==> config.mk <==
export PLATFORM = sky130hd
export DESIGN_NAME = alu_rs_queue
export DESIGN_NICKNAME = d
export VERILOG_FILES = /design/src/rtl/alu_rs_queue.sv
export SDC_FILE = /design/constraint.sdc
export NUM_CORES = 2
export LEC_CHECK = 0
export CAP_MARGIN = 20
export CELL_PAD_IN_SITES_DETAIL_PLACEMENT = 0
export CELL_PAD_IN_SITES_GLOBAL_PLACEMENT = 1
export CORE_UTILIZATION = 52
export DETAILED_ROUTE_END_ITERATION = 12
export GPL_TIMING_DRIVEN = 0
export PLACE_DENSITY_LB_ADDON = 0.1
export SYNTH_ARGS = -nofsm -noshare
export SYNTH_HDL_FRONTEND = slang
export SYNTH_SLANG_ARGS = --single-unit
==> constraint.sdc <==
create_clock -name clk -period 11.6 [get_ports clk]
set_input_delay 2.32 -clock clk [delete_from_list [all_inputs] [get_ports clk]]
set_output_delay 2.32 -clock clk [all_outputs]
set_load 0.01 [all_outputs]
==> src/rtl/alu_rs_queue.sv <==
// ALU reservation station: a DEPTH-entry queue that captures operands from the CDB,
// picks the oldest ready op through an age matrix and issues it on registered outputs.
module alu_rs_queue #(
  parameter int WIDTH  = 32,
  parameter int ROB_W  = 3,
  parameter int CTRL_W = 4,
  parameter int DEPTH  = 8,
  parameter int CNT_W  = $clog2(DEPTH + 1)
) (
  input  logic              clk,
  input  logic              globalReset,
  input  logic              dispatchValid,
  output logic              dispatchReady,
  input  logic              ready1,
  input  logic              ready2,
  input  logic [WIDTH-1:0]  value1,
  input  logic [WIDTH-1:0]  value2,
  input  logic [ROB_W-1:0]  rob1,
  input  logic [ROB_W-1:0]  rob2,
  input  logic [ROB_W-1:0]  robInstr,
  input  logic [CTRL_W-1:0] aluControl,
  input  logic              cdbValid,
  input  logic [ROB_W-1:0]  cdbRob,
  input  logic [WIDTH-1:0]  cdbValue,
  input  logic              flush,
  input  logic              execute,
  output logic              issueValid,
  output logic [ROB_W-1:0]  issueRob,
  output logic [CTRL_W-1:0] issueInfo,
  output logic [WIDTH-1:0]  issueSrc1,
  output logic [WIDTH-1:0]  issueSrc2,
  output logic [CNT_W-1:0]  freeCount,
  output logic              empty
);

  logic [DEPTH-1:0]             valid_q, valid_d, rdy1_q, rdy1_d, rdy2_q, rdy2_d;
  logic [ROB_W-1:0]             tag1_q [DEPTH];
  logic [ROB_W-1:0]             tag1_d [DEPTH];
  logic [ROB_W-1:0]             tag2_q [DEPTH];
  logic [ROB_W-1:0]             tag2_d [DEPTH];
  logic [WIDTH-1:0]             val1_q [DEPTH];
  logic [WIDTH-1:0]             val1_d [DEPTH];
  logic [WIDTH-1:0]             val2_q [DEPTH];
  logic [WIDTH-1:0]             val2_d [DEPTH];
  logic [ROB_W-1:0]             rob_q  [DEPTH];
  logic [ROB_W-1:0]             rob_d  [DEPTH];
  logic [CTRL_W-1:0]            ctrl_q [DEPTH];
  logic [CTRL_W-1:0]            ctrl_d [DEPTH];
  logic [DEPTH-1:0][DEPTH-1:0]  age_q, age_d;

  logic              issueValid_q, issueValid_d;
  logic [ROB_W-1:0]  issueRob_q, issueRob_d;
  logic [CTRL_W-1:0] issueInfo_q, issueInfo_d;
  logic [WIDTH-1:0]  issueSrc1_q, issueSrc1_d, issueSrc2_q, issueSrc2_d;

  logic [DEPTH-1:0]  req, sel, allocOh;
  logic              anyReq, allocFound, doAlloc, doIssue, byp1, byp2;
  logic [CNT_W-1:0]  freeCnt;
  logic [ROB_W-1:0]  selRob;
  logic [CTRL_W-1:0] selCtrl;
  logic [WIDTH-1:0]  selSrc1, selSrc2;

  always_comb begin
    freeCnt = '0;
    for (int i = 0; i < DEPTH; i++) begin
      if (!valid_q[i]) freeCnt = freeCnt + CNT_W'(1);
    end
  end

  assign freeCount     = freeCnt;
  assign dispatchReady = (freeCnt != '0);
  assign empty         = (valid_q == '0);

  // Row i of the age matrix marks entries older than i; a requester wins only
  // when none of its older entries is also requesting.
  always_comb begin
    req = valid_q & rdy1_q & rdy2_q;
    for (int i = 0; i < DEPTH; i++) begin
      sel[i] = req[i] & ~|(req & age_q[i]);
    end
  end

  assign anyReq = |req;

  always_comb begin
    allocOh    = '0;
    allocFound = 1'b0;
    for (int i = 0; i < DEPTH; i++) begin
      if (!allocFound && !valid_q[i]) begin
        allocOh[i] = 1'b1;
        allocFound = 1'b1;
      end
    end
  end

  assign doAlloc = dispatchValid & dispatchReady & ~flush;
  assign doIssue = execute & anyReq & ~flush;
  assign byp1    = ~ready1 & cdbValid & (cdbRob == rob1);
  assign byp2    = ~ready2 & cdbValid & (cdbRob == rob2);

  always_comb begin
    selRob  = '0;
    selCtrl = '0;
    selSrc1 = '0;
    selSrc2 = '0;
    for (int i = 0; i < DEPTH; i++) begin
      selRob  = selRob  | ({ROB_W{sel[i]}}  & rob_q[i]);
      selCtrl = selCtrl | ({CTRL_W{sel[i]}} & ctrl_q[i]);
      selSrc1 = selSrc1 | ({WIDTH{sel[i]}}  & val1_q[i]);
      selSrc2 = selSrc2 | ({WIDTH{sel[i]}}  & val2_q[i]);
    end
  end

  always_comb begin
    valid_d = valid_q;
    rdy1_d  = rdy1_q;
    rdy2_d  = rdy2_q;
    tag1_d  = tag1_q;
    tag2_d  = tag2_q;
    val1_d  = val1_q;
    val2_d  = val2_q;
    rob_d   = rob_q;
    ctrl_d  = ctrl_q;
    age_d   = age_q;
    if (doAlloc) begin
      for (int j = 0; j < DEPTH; j++) age_d[j] = age_d[j] & ~allocOh;
    end
    for (int i = 0; i < DEPTH; i++) begin
      if (cdbValid && valid_q[i] && !rdy1_q[i] && (tag1_q[i] == cdbRob)) begin
        rdy1_d[i] = 1'b1;
        val1_d[i] = cdbValue;
      end
      if (cdbValid && valid_q[i] && !rdy2_q[i] && (tag2_q[i] == cdbRob)) begin
        rdy2_d[i] = 1'b1;
        val2_d[i] = cdbValue;
      end
      if (doIssue && sel[i]) valid_d[i] = 1'b0;
      if (doAlloc && allocOh[i]) begin
        valid_d[i] = 1'b1;
        rdy1_d[i]  = ready1 | byp1;
        rdy2_d[i]  = ready2 | byp2;
        tag1_d[i]  = rob1;
        tag2_d[i]  = rob2;
        val1_d[i]  = byp1 ? cdbValue : value1;
        val2_d[i]  = byp2 ? cdbValue : value2;
        rob_d[i]   = robInstr;
        ctrl_d[i]  = aluControl;
        age_d[i]   = valid_q;
      end
    end
    if (flush) begin
      valid_d = '0;
      age_d   = '0;
    end
  end

  // Issue stage holds while the ALU stalls; a flush or an empty select loads the bubble.
  always_comb begin
    issueValid_d = issueValid_q;
    issueRob_d   = issueRob_q;
    issueInfo_d  = issueInfo_q;
    issueSrc1_d  = issueSrc1_q;
    issueSrc2_d  = issueSrc2_q;
    if (flush || (execute && !anyReq)) begin
      issueValid_d = 1'b0;
      issueRob_d   = '0;
      issueInfo_d  = '1;
      issueSrc1_d  = '0;
      issueSrc2_d  = '0;
    end else if (execute) begin
      issueValid_d = 1'b1;
      issueRob_d   = selRob;
      issueInfo_d  = selCtrl;
      issueSrc1_d  = selSrc1;
      issueSrc2_d  = selSrc2;
    end
  end

  always_ff @(posedge clk or negedge globalReset) begin
    if (!globalReset) begin
      valid_q      <= '0;
      rdy1_q       <= '0;
      rdy2_q       <= '0;
      age_q        <= '0;
      for (int i = 0; i < DEPTH; i++) begin
        tag1_q[i] <= '0;
        tag2_q[i] <= '0;
        val1_q[i] <= '0;
        val2_q[i] <= '0;
        rob_q[i]  <= '0;
        ctrl_q[i] <= '0;
      end
      issueValid_q <= 1'b0;
      issueRob_q   <= '0;
      issueInfo_q  <= '1;
      issueSrc1_q  <= '0;
      issueSrc2_q  <= '0;
    end else begin
      valid_q      <= valid_d;
      rdy1_q       <= rdy1_d;
      rdy2_q       <= rdy2_d;
      age_q        <= age_d;
      tag1_q       <= tag1_d;
      tag2_q       <= tag2_d;
      val1_q       <= val1_d;
      val2_q       <= val2_d;
      rob_q        <= rob_d;
      ctrl_q       <= ctrl_d;
      issueValid_q <= issueValid_d;
      issueRob_q   <= issueRob_d;
      issueInfo_q  <= issueInfo_d;
      issueSrc1_q  <= issueSrc1_d;
      issueSrc2_q  <= issueSrc2_d;
    end
  end

  assign issueValid = issueValid_q;
  assign issueRob   = issueRob_q;
  assign issueInfo  = issueInfo_q;
  assign issueSrc1  = issueSrc1_q;
  assign issueSrc2  = issueSrc2_q;

endmodule

Word level (Yosys, flattened, before mapping)
Index checks and enable logic that the tools add are counted.
- input bits: 120
- bits in registers: 776
- logic and storage cells: 482
- output and inout port bits: 78
- mux-type cells: 125
- equality and inequality tests: 18
- bitwise operators: 100
- $add $sub $neg: 7
- reductions and logical operators: 147
- operator list (cell ; count):
    $mux W32 ; 38
    $and A32 B32 Y32 ; 16
    $or A32 B32 Y32 ; 14
    $and A8 B8 Y8 ; 18
    $mux W64 ; 2
    $mux W8 ; 9
    $reduce_or A8 Y1 ; 9
    $mux W1 ; 65
    $logic_and A1 B1 Y1 ; 64
    $eq A3 B3 Y1 ; 18
    $reduce_bool A3 Y1 ; 16
    $logic_not A1 Y1 ; 38
    $mux W4 ; 9
    $reduce_bool A2 Y1 ; 17
    $and A4 B4 Y4 ; 8
    $add A4 B1 Y4 const B ; 7
    $or A4 B4 Y4 ; 7
    $and A3 B3 Y3 ; 8
    $or A3 B3 Y3 ; 7
    $and A1 B1 Y1 ; 16
    $logic_not A8 Y1 ; 1
    $not A8 Y8 ; 1
    $mux W3 ; 2
    $reduce_bool A4 Y1 ; 1
    3 further kinds ; 6

Depth between registers and ports, before layout
- depth in word-level cells: 26
- gate-level depth with buffers: 33
- gate-level depth less buffers: 28

Worst setup path before layout
Ideal clock, no wire load.
- path kind: reg2out
- from: reg valid_q[0]
- to: out dispatchReady
- path slack: 4.329 ns
- buffers on the path: 4
- data required time: 9.280 ns
- arrival: 4.951 ns
- cell stages (with the launch flop): 29
- cell sequence: dfrtp_1 -> clkbuf_1 -> inv_1 -> clkbuf_1 -> ha_1 -> xnor2_1 -> ha_1 -> inv_1 -> o21ai_0 -> ha_1 -> nand2b_1 -> nand2_1 -> ha_1 -> nor2_1 -> a31oi_1 -> nor2_1 -> inv_1 -> ha_1 -> nor2_1 -> a21oi_1 -> ha_1 -> nor2b_1 -> xnor2_1 -> xnor2_1 -> a211oi_1 -> o41a_4 -> inv_2 -> buf_4 -> buf_4
- word-level cells in the longest chain between the ends: 16
- RTL lines (what ; RTL line ; source):
    from (decl) ; 36 ; logic [DEPTH-1:0] valid_q, valid_d, rdy1_q, rdy1_d, rdy2_q, rdy2_d;
    from (signal assigned) ; 199 ; valid_q <= valid_d;
    $mux W1 (*) ; 66 ; if (!valid_q[i]) freeCnt = freeCnt + CNT_W'(1);
    $add A4 B1 Y4 ; 66 ;
    $mux W4 (*) ; 66 ;
    $add A4 B1 Y4 ; 66 ;
    $mux W4 (*) ; 66 ;
    $add A4 B1 Y4 ; 66 ;
    $mux W4 (*) ; 66 ;
    $add A4 B1 Y4 ; 66 ;
    $mux W4 (*) ; 66 ;
    $add A4 B1 Y4 ; 66 ;
    $mux W4 (*) ; 66 ;
    $add A4 B1 Y4 ; 66 ;
    $mux W4 (*) ; 66 ;
    $add A4 B1 Y4 ; 66 ;
    $mux W4 (*) ; 66 ;
    named net freeCount[2] ; 32 ; output logic [CNT_W-1:0] freeCount,
    $reduce_bool A4 Y1 (*) ; 71 ; assign dispatchReady = (freeCnt != '0);
    to (decl) ; 13 ; output logic dispatchReady,
Mark *: on every way through the listed nets, which the timed path passes. The rest lies on a longest branch.

Worst setup path after layout
- from: reg valid_q[0]
- to: out dispatchReady
- word-level cells in the longest chain between the ends: 16
- RTL lines (what ; RTL line):
    $mux W1 (*) ; 66
    $add A4 B1 Y4 ; 66
    $mux W4 (*) ; 66
    $add A4 B1 Y4 ; 66
    $mux W4 (*) ; 66
    $add A4 B1 Y4 ; 66
    $mux W4 (*) ; 66
    $add A4 B1 Y4 ; 66
    $mux W4 (*) ; 66
    $add A4 B1 Y4 ; 66
    $mux W4 (*) ; 66
    $add A4 B1 Y4 ; 66
    $mux W4 (*) ; 66
    $add A4 B1 Y4 ; 66
    $mux W4 (*) ; 66
    $reduce_bool A4 Y1 (*) ; 71
Every way passes the cells marked *; elsewhere a longest branch is shown, timed or not.

==> results.json <==
{
  "status": "completed",
  "finalSetupViolCount": 0,
  "fill_cells": 6267,
  "antenna_found_initial": 20,
  "max_cap_viol_count": 0,
  "drive_gt1_frac": 0.1336,
  "fp-row-count": 98,
  "core_mm2": 0.07173,
  "grt_first_pass_wirelength_um": 271300,
  "cts_tree": "yes",
  "path_class": "flop to output port",
  "reg2reg_slack_ns": 3.40,
  "powerDensity_mw_per_mm2": 224.9,
  "grt_max_degree": 116,
  "synthDistinctLibCells": 76,
  "synth-edff-count": 0,
  "report.final.hold_viol_count": 0,
  "min_from": "ctrl_q[4]",
  "clkPwrFrac": 0.298,
  "ctsResizeCount": 0,
  "combPwrFrac": 0.343,
  "cp_max_fo": 10,
  "peakVddDrop_uv": 528.0,
  "switching_share": 0.3667,
  "via_per_inst": 7.553,
  "holdPathStages": 2,
  "ctsHoldBuffers": 0,
  "cts.path.max_buffers": 3,
  "cp.arrival_ns": 7.25,
  "crit_required_ns": 9.28,
  "io_pins": 198,
  "cts.sinks": 776,
  "post-cts-setup-buffer-count": 0,
  "fin_skew_ns": 0.03256,
  "clk_pin_slew_worst_paths_ns": 0.06,
  "areaGrowthSynthToFinish_pct": 16.31,
  "max_freq_mhz": 104.5,
  "grt-ovfl-total": 0,
  "switchingPower_w": 0.003623,
  "clock-root-buffer": "clkbuf_16",
  "place_congestion": 1.053,
  "drt-initial-drc-count": 7067,
  "yosys_most_used_dff": "dfrtp_1",
  "synth_area_mm2": 0.03777,
  "whs_ns": 0.4766,
  "ant_nets": 0,
  "grt_pass1_vias": 35600,
  "pwr-share-seq": 0.360,
  "period_share": 0.8252,
  "dieHeight_um": 271.5,
  "dieArea_mm2": 0.07372,
  "power.leakage_nw": 19.38,
  "cts_htree_levels": 3,
  "ys_warn_count": 0,
  "tightest_slew_ns": 1.336,
  "via_count": 38190,
  "drc": 0,
  "fin_nets": 4148,
  "holdPathEnd": "ctrl_q[4]",
  "worst_r2r_endpoint": "tag2_q[12]",
  "internal_power_w": 0.006257,
  "postSynthCellCount": 3780,
  "synth-seq-cells": 776,
  "fin_area_mm2": 0.04393,
  "rsz0062_at_grt": "false",
  "min-delay-path-class": "flop to flop",
  "finalMaxSlewViolations": 0,
  "dp_hpwl_um": 131900,
  "rr_worst_depth": 27,
  "grt_use_total": 0.5224,
  "cts_buffers": 84,
  "die_x_um": 271.5,
  "critPathLaunchType": "flop",
  "crit_path_end_kind": "output port",
  "port_buffers": 91,
  "relSlewSlack": 0.1047,
  "wl_per_cell_um": 38.66,
  "layout_min_cycle_time_ns": 9.572,
  "synthArstFlopShare": 1.000,
  "seq_area_frac_synth": 0.5142,
  "postPlaceCellArea_mm2": 0.04081,
  "initial_core_util": 0.5266,
  "clk_latency_ns": 0.67,
  "crit-reg2reg-launch": "valid_q[0]",
  "dr.pass1.iters": 10,
  "fin_tns_setup_ns": 0,
  "syn-num-nets": 3909,
  "wl_um": 195500,
  "avgSynthCellArea_um2": 9.993
}
metal layers:
| metal | global-route usage | wire [um] |
|---|---|---|
| met2 | 0.6933 | 77280 |
| met5 | 0.002567 | 172 |
| met1 | 0.6462 | 68900 |
| met4 | 0.3708 | 16550 |
| met3 | 0.2727 | 32580 |
worst max-delay path: stages (launching register included):
cell and delay [ns]:
dfrtp_1 0.41, clkbuf_1 0.39, inv_1 0.13, clkbuf_1 0.33, ha_1 0.35, nor2b_1 0.20
a21oi_1 0.09, ha_1 0.30, inv_1 0.05, o21ai_0 0.25, ha_1 0.31, nand2b_1 0.12
nand2_1 0.07, ha_1 0.28, nor2_1 0.14, a31oi_1 0.07, nor2_1 0.19, inv_1 0.07
ha_1 0.33, and3_1 0.18, or3_1 0.37, o2111a_1 0.18, o41a_4 0.58, inv_2 0.14
buf_4 0.20, buf_4 0.25, clkdlybuf4s50_1 0.57
cell usage after synthesis, drive strengths merged (7+ instances only):
master / number / area share
nor2: 514 / 0.051
xor2: 20 / 0.0046
a2111oi: 8 / 0.0021
o22ai: 195 / 0.032
nand3: 24 / 0.0037
a21o: 72 / 0.014
ha: 9 / 0.0030
or3: 156 / 0.026
inv: 29 / 0.0029
a31oi: 16 / 0.0026
nor3: 169 / 0.023
mux2: 65 / 0.019
and3: 14 / 0.0023
nand2: 185 / 0.018
clkbuf: 363 / 0.036
buf: 104 / 0.014
o221a: 156 / 0.047
nor4: 25 / 0.0045
o32ai: 117 / 0.027
nand4b: 7 / 0.0016
nand4: 77 / 0.013
nor2b: 7 / 0.0012
a211oi: 25 / 0.0050
a22oi: 299 / 0.059
a21oi: 50 / 0.0066
o31ai: 7 / 0.0017
a22o: 136 / 0.032
xnor2: 44 / 0.010
o21ai: 46 / 0.0061
a32o: 7 / 0.0019
dfrtp: 772 / 0.51
worst max-delay path by stage:
stage	slack, ns	endpoint	cells after the start	startpoint
global route	1.70	dispatchReady	30	valid_q[0]
finish	2.03	dispatchReady	26	valid_q[0]
detailed placement	2.82	dispatchReady	26	valid_q[0]
floorplan	4.33	dispatchReady	28	valid_q[0]
CTS	2.13	dispatchReady	26	valid_q[0]
global placement	-27.96	rob_q[0]	1	globalReset
cell type report:
| class | instances | area (um^2) | share of cell area |
|---|---|---|---|
| multi-input combinational | 2508 | 16440 | 0.3742 |
| antenna | 21 | 52.55 | 0.001196 |
| clock inverter | 23 | 347.8 | 0.007917 |
| tap | 950 | 1189 | 0.02706 |
| timing repair buffer | 153 | 1862 | 0.04238 |
| buffer | 467 | 1899 | 0.04323 |
| clock buffer | 130 | 2609 | 0.05938 |
| sequential | 776 | 19420 | 0.4421 |
| inverter | 29 | 108.9 | 0.002478 |
stage by stage:
step | setup slack, ns | utilization | total power, W | cells
CTS | 2.133 | 0.6101 | 0.009664 | 5028
floorplan | 4.329 | - | 0.005574 | 3780
detailed placement | 2.818 | 0.5689 | 0.006778 | 4875
finish | 2.028 | 0.6125 | 0.009880 | 5057
global placement | -27.96 | 0.5559 | 0.006721 | 4821
global route | 1.702 | 0.6119 | 0.01014 | 5042
power groups by stage:
stage                     clock [W]  sequential, W  combinational (W)
after floorplan                   0        0.00348            0.00209
after global routing        0.00301        0.00359            0.00353
final                       0.00294        0.00355            0.00339
after CTS                   0.00290        0.00353            0.00323
after detailed placement          0        0.00357            0.00321
after global placement            0        0.00359            0.00314
placed cells by master, fill, tap and decap left out, types with 27 or more instances in the layout:
master	instances
dfrtp_1	772
nor3_1	164
nand2_1	185
o22ai_1	195
o221a_2	152
o32ai_1	117
xnor2_1	44
or3_1	156
buf_8	34
nor2_1	510
clkbuf_8	27
a21o_1	72
a22o_1	136
inv_1	27
clkbuf_1	362
nand4_1	75
o21ai_0	43
buf_1	39
a21oi_1	50
buf_2	53
clkbuf_16	87
mux2_2	65
a22oi_1	299
clkdlybuf4s50_1	90
state kept, by name, summed over array words and instances, names as in the netlist:
name / count
issueSrc1: 32
rdy2_q: 8
issueValid: 1
issueSrc2: 32
rdy1_q: 8
rob_q: 24
val1_q: 256
issueInfo: 4
val2_q: 256
issueRob: 3
tag1_q: 24
tag2_q: 24
ctrl_q: 32
valid_q: 8
age_q: 64
logic make-up after synthesis:
group                      count (synthesis)  synth area share
and+or+nand+nor                         1203            0.1500
AOI/OAI and AO/OA                       1164            0.2445
DFF                                      776            0.5142
buffers and inverters                    496           0.05260
xor gates and xnor gates                  66           0.01610
muxes                                     66           0.01964
adders and majority gates                  9          0.002981
(Power assumes the default switching activity.)
